**src/rtl/alu_datapath.sv**
```systemverilog
// Accumulator datapath: an operation register (OP), an operand register (A)
// and an accumulator (C) with Z/N/Cy/V flags. Three strobes drive it: one
// latches the operation, one latches the operand, and one commits the ALU
// result into C. A sticky error flag records any edge where more than one
// strobe was high.
module alu_datapath #(
   parameter int WIDTH = 8
) (
   input  logic             CLKb,
   input  logic             RSTb,
   input  logic             enALU,
   input  logic             enA,
   input  logic             enC,
   input  logic [2:0]       op_in,
   input  logic [WIDTH-1:0] D_in,
   output logic [WIDTH-1:0] A_out,
   output logic [WIDTH-1:0] C_out,
   output logic             Z,
   output logic             N,
   output logic             Cy,
   output logic             V,
   output logic             done,
   output logic             seq_err
);

   localparam int MSB = WIDTH - 1;

   typedef enum logic [2:0] {
      OP_ADD  = 3'b000,
      OP_SUB  = 3'b001,
      OP_AND  = 3'b010,
      OP_OR   = 3'b011,
      OP_XOR  = 3'b100,
      OP_NOT  = 3'b101,
      OP_SHL  = 3'b110,
      OP_PASS = 3'b111
   } op_e;

   op_e              op_q;
   logic [WIDTH-1:0] a_q;
   logic [WIDTH-1:0] c_q;

   // Result of the ALU and its flags, computed from the current registers.
   logic [WIDTH-1:0] r;
   logic             cy_nxt;
   logic             v_nxt;
   logic [WIDTH:0]   sum;
   logic [WIDTH:0]   diff;
   logic             multi_strobe;

   // One-bit-wider add and subtract: the extra bit is the carry out for ADD
   // and the borrow for SUB (it goes high exactly when C < A unsigned).
   assign sum  = {1'b0, c_q} + {1'b0, a_q};
   assign diff = {1'b0, c_q} - {1'b0, a_q};

   // Two or more strobes on the same edge is a sequencing violation.
   assign multi_strobe = (enA & enC) | (enA & enALU) | (enC & enALU);

   // ALU: select the result and compute carry/overflow for the current OP.
   always_comb begin
      // NOTE: every signal written here gets a default first, so no path
      // through the case can leave one unassigned and infer a latch.
      r      = '0;
      cy_nxt = 1'b0;
      v_nxt  = 1'b0;
      case (op_q)
         OP_ADD: begin
            r      = sum[MSB:0];
            cy_nxt = sum[WIDTH];
            v_nxt  = (c_q[MSB] == a_q[MSB]) && (sum[MSB] != c_q[MSB]);
         end
         OP_SUB: begin
            r      = diff[MSB:0];
            cy_nxt = diff[WIDTH];
            v_nxt  = (c_q[MSB] != a_q[MSB]) && (diff[MSB] != c_q[MSB]);
         end
         OP_AND:  r = c_q & a_q;
         OP_OR:   r = c_q | a_q;
         OP_XOR:  r = c_q ^ a_q;
         OP_NOT:  r = ~a_q;
         OP_SHL: begin
            r      = {c_q[MSB-1:0], 1'b0};
            cy_nxt = c_q[MSB];
         end
         OP_PASS: r = a_q;
         default: r = '0;
      endcase
   end

   // Operation and operand registers load on their own strobes.
   always_ff @(posedge CLKb or negedge RSTb) begin
      // NOTE: every register here has a reset value, so the datapath comes
      // out of reset in a known state without any clock edge.
      if (!RSTb) begin
         op_q <= OP_ADD;
         a_q  <= '0;
      end else begin
         // NOTE: non-blocking assignments mean every register samples the
         // pre-edge values, so a commit on the same edge as a new OP or A
         // still uses the old OP and A.
         if (enALU) op_q <= op_e'(op_in);
         if (enA)   a_q  <= D_in;
      end
   end

   // Accumulator and flags load together on a commit.
   always_ff @(posedge CLKb or negedge RSTb) begin
      if (!RSTb) begin
         c_q <= '0;
         Z   <= 1'b0;
         N   <= 1'b0;
         Cy  <= 1'b0;
         V   <= 1'b0;
      end else if (enC) begin
         c_q <= r;
         Z   <= (r == '0);
         N   <= r[MSB];
         Cy  <= cy_nxt;
         V   <= v_nxt;
      end
   end

   // done follows the commit strobe by one cycle; seq_err is sticky.
   always_ff @(posedge CLKb or negedge RSTb) begin
      if (!RSTb) begin
         done    <= 1'b0;
         seq_err <= 1'b0;
      end else begin
         done <= enC;
         if (multi_strobe) seq_err <= 1'b1;
      end
   end

   assign A_out = a_q;
   assign C_out = c_q;

endmodule

```
**config.mk**
```make
export PLATFORM = sky130hd
export DESIGN_NAME = alu_datapath
export DESIGN_NICKNAME = d
export VERILOG_FILES = /design/src/rtl/alu_datapath.sv
export SDC_FILE = /design/constraint.sdc
export NUM_CORES = 1
export LEC_CHECK = 0
export ABC_AREA = 1
export CORE_UTILIZATION = 54
export CTS_CLUSTER_DIAMETER = 200
export CTS_CLUSTER_SIZE = 30
export DETAILED_ROUTE_END_ITERATION = 10
export PLACE_DENSITY = 0.86
export SKIP_CTS_REPAIR_TIMING = 1
export SLEW_MARGIN = 20
export SYNTH_ARGS = -nofsm -noshare
export SYNTH_HDL_FRONTEND = slang
export SYNTH_SLANG_ARGS = --single-unit
```
**constraint.sdc**
```tcl
create_clock -name CLKb -period 2.1 [get_ports CLKb]
set_input_delay 0.315 -clock CLKb [delete_from_list [all_inputs] [get_ports CLKb]]
set_output_delay 0.315 -clock CLKb [all_outputs]
set_load 0.02 [all_outputs]
```
==> impl_results.md <==
- Vias in the first global route: 2203
- Htree depth: 1
- DIE AREA: 0.00461 sq mm
- Relative slew slack: 64.4%
- Antenna-violating nets left: 0
- M1 WL: 3.00 mm
- Design Area, Final: 0.00289 sq mm
- Final worst path period share: 94.6%
- Status: complete, no violations
- FF/Latch Area: 602 sq um
- Type of element capturing the critical path: flop
- Max FO, Critical Path: 4
- Most used cell, CP: nor2_1
- Final Hold Viols: 0
- Crit Path Category: reg -> reg
- Layout cells sized above 1: 13.7%
- DRC viols: 0
- Worst R2R Start: C_out[0]
- Total negative slack: 0 ps
- Final hold slack: 396 ps
- Comb power frac: 65.7%
- Core Util, Final: 70.6%
- Ports: 38
- Worst Tran Pin Value: 535 ps
- Routed wl met2: 2.94 mm
- Worst-path cell chain: inv_1, ha_1, fa_2, nor2_1, nor2_1, nand3_1, nor2_1, nand2_1, nor2_1, nand4_1, nand2_1
- Hold Crit Class: in -> async
- Max Fclk: 0.504 GHz
- Leakage: 0.00143 uW
- Slew Viols, Final: 0
- Syn. warnings: 0
- CTS Root Buffer Type: clkbuf_8
- Via-to-Cell Ratio: 5.76
- FP Rows: 23
- Initial core utilization: 57.4%
- Clk pwr share: 11.0%
- Worst skew pair latency: 270 ps
- Routed wl met3: 772 um
- Routability Congestion: 0.963
- Net Count, Synth: 383
- Power Density: 930 mW/mm^2
- Max incr delay on CP: 520 ps
- Antenna cell count: 0
- Via count: 2517
- Net Switching: 1330 uW
- TritonCTS Sinks: 24
- DP HPWL: 5.38 mm
- Wire length per cell: 15.6 um
- GR Overflow Total: 0
- Largest net degree at the start of global routing: 25
- Critical path launch point: C_out[0]
- Fillers: 354
- WL final: 6.82 mm
- Multi-input gate area: 0.00152 sq mm
- Mapped Avg Cell Area: 6.88 sq um
- Port bufs: 37
- Top routing layer in use: met4
- Max-cap check violation count: 0
- VDD IR max: 487 uV
- Clock buffer depth: 2
- Top delay family on crit path: adder cells
- Area delta synth->final: 23.1%
- Chip height: 67.9 um
- Crit path launch type: flop
- CTS Buf Count: 3
- Nets: 431
- Register area share after synthesis: 25.6%
- WP buf/inv: 1
- Area post-placement: 0.00283 sq mm
- Cell variety after synth: 42
- Clk slew on worst S/H paths: 90 ps
- TritonCTS clock tree: done
- GR Util All Layers: 31.7%
- Critical Path RT: 2320 ps
- Crit path DAT: 2200 ps
- First-pass GRT wire length: 10.7 mm
- Synthesized area: 0.00234 sq mm
- Detailed Routing Iterations Pass 1: 6
- Final setup vio count: 0
- Min Tclk post-route: 1990 ps
- Core box area: 0.00409 sq mm
- RSZ-0062 raised after global routing: no
- Initial antenna violation count: 0
- Cells after Synth: 341
- Synth Register Bits: 24
- Initial drt markers: 291
- P_int: 1350 uW
- Worst Skew: 3.07 ps
- Sw frac: 49.5%
- Slowest CP cell: fa_2
- Die width: 67.9 um
- Sequential power share: 23.4%
## stage by stage
stage,setup WS (ps),cells,total power (uW)
6_report,114,437,2680
5_1_grt,2.12,437,2860
4_1_cts,88.5,437,2620
3_5_place_dp,119,434,2330
3_3_place_gp,173,434,2310
2_1_floorplan,175,341,1730
## cell usage in the layout, fill, tap and decap left out, types with 3 or more instances in the layout
master            n
inv_1            34
nand4_1           8
a21oi_1           9
inv_2             9
ha_1             22
clkbuf_8          3
nor2_1           28
clkdlybuf4s50_1  37
nand2_1          96
nand3_2           3
nand3_1          24
o21ai_0          22
nand2_2           5
buf_4            16
dfrtp_1          23
o21ai_1           8
xor2_1            3
nor2_2            4
## area by class of cell
type | instances | area share, %
multi-input combinational | 263 | 52.7
sequential | 24 | 20.9
inverter | 44 | 5.81
clock buffer | 3 | 1.43
timing repair buffer | 53 | 17.0
tap | 50 | 2.17
## layer usage
metal	track usage, %	vias up
met5	0	-
li1	-	1203
met4	8.85	0
met3	4.67	19
met2	47.8	157
met1	46.6	1138
## cells by family after synthesis
kind of cell	count (synthesis)	synth area share, %
and+or+nand+nor	178	34.2
AOI/OAI and AO/OA	56	14.4
buffers and inverters	54	10.1
adders and majority gates	26	14.5
DFF	24	25.6
xor gates and xnor gates	3	1.12
## registers in the layout, summed over array words and instances, names as in the netlist
name,flops
V,1
C_out,7
Cy,1
seq_err,1
op_q,3
Z,1
N,1
A_out,8
done,1
## power by group through the flow
stage	registers, uW	clock network, uW	logic, uW
detailed placement	633	0	1690
global route	640	313	1910
CTS	625	293	1700
finish	627	294	1760
floorplan	740	0	993
global placement	629	0	1680
## cell usage after synthesis
library cell / instances / area share (%)
nand2_1: 96 / 15
inv_1: 36 / 5.8
nor2_1: 28 / 4.5
nand3_1: 25 / 5.3
dfrtp_1: 24 / 26
ha_1: 24 / 13
o21ai_0: 22 / 4.7
a21oi_1: 9 / 1.9
nand4_1: 8 / 2.1
o21ai_1: 8 / 1.7
inv_2: 7 / 1.1
nand2_2: 5 / 1.3
nor2_2: 4 / 1.1
buf_2: 3 / 0.64
buf_6: 3 / 1.4
xor2_1: 3 / 1.1
a21oi_2: 2 / 0.75
clkbuf_2: 2 / 0.43
fa_1: 2 / 1.7
nand3_2: 2 / 0.85
nand3b_1: 2 / 0.64
o2111ai_1: 2 / 0.75
o211ai_1: 2 / 0.64
o21a_1: 2 / 0.64
o22ai_1: 2 / 0.53
or2_1: 2 / 0.53
a21o_1: 1 / 0.32
a21oi_4: 1 / 0.69
and2_1: 1 / 0.27
buf_4: 1 / 0.32
clkbuf_1: 1 / 0.16
inv_4: 1 / 0.27
nand2_4: 1 / 0.48
nand3_4: 1 / 0.75
nor2_4: 1 / 0.48
nor3_1: 1 / 0.21
o21ai_2: 1 / 0.37
o21bai_1: 1 / 0.32
o221ai_1: 1 / 0.37
o311ai_0: 1 / 0.37
o31ai_1: 1 / 0.32
or2_0: 1 / 0.27
## worst paths after layout
kind,endpoint,slack (ps),depth (start not counted)
hold / removal,seq_err,400,2
hold reg to reg,seq_err,490,1
min in group CLKb,seq_err,490,1
setup / recovery,Z,110,11
max in group asynchronous,A_out[1],1440,2
setup reg to reg,Z,110,11
Note: power is estimated with default switching activity, not from simulation.
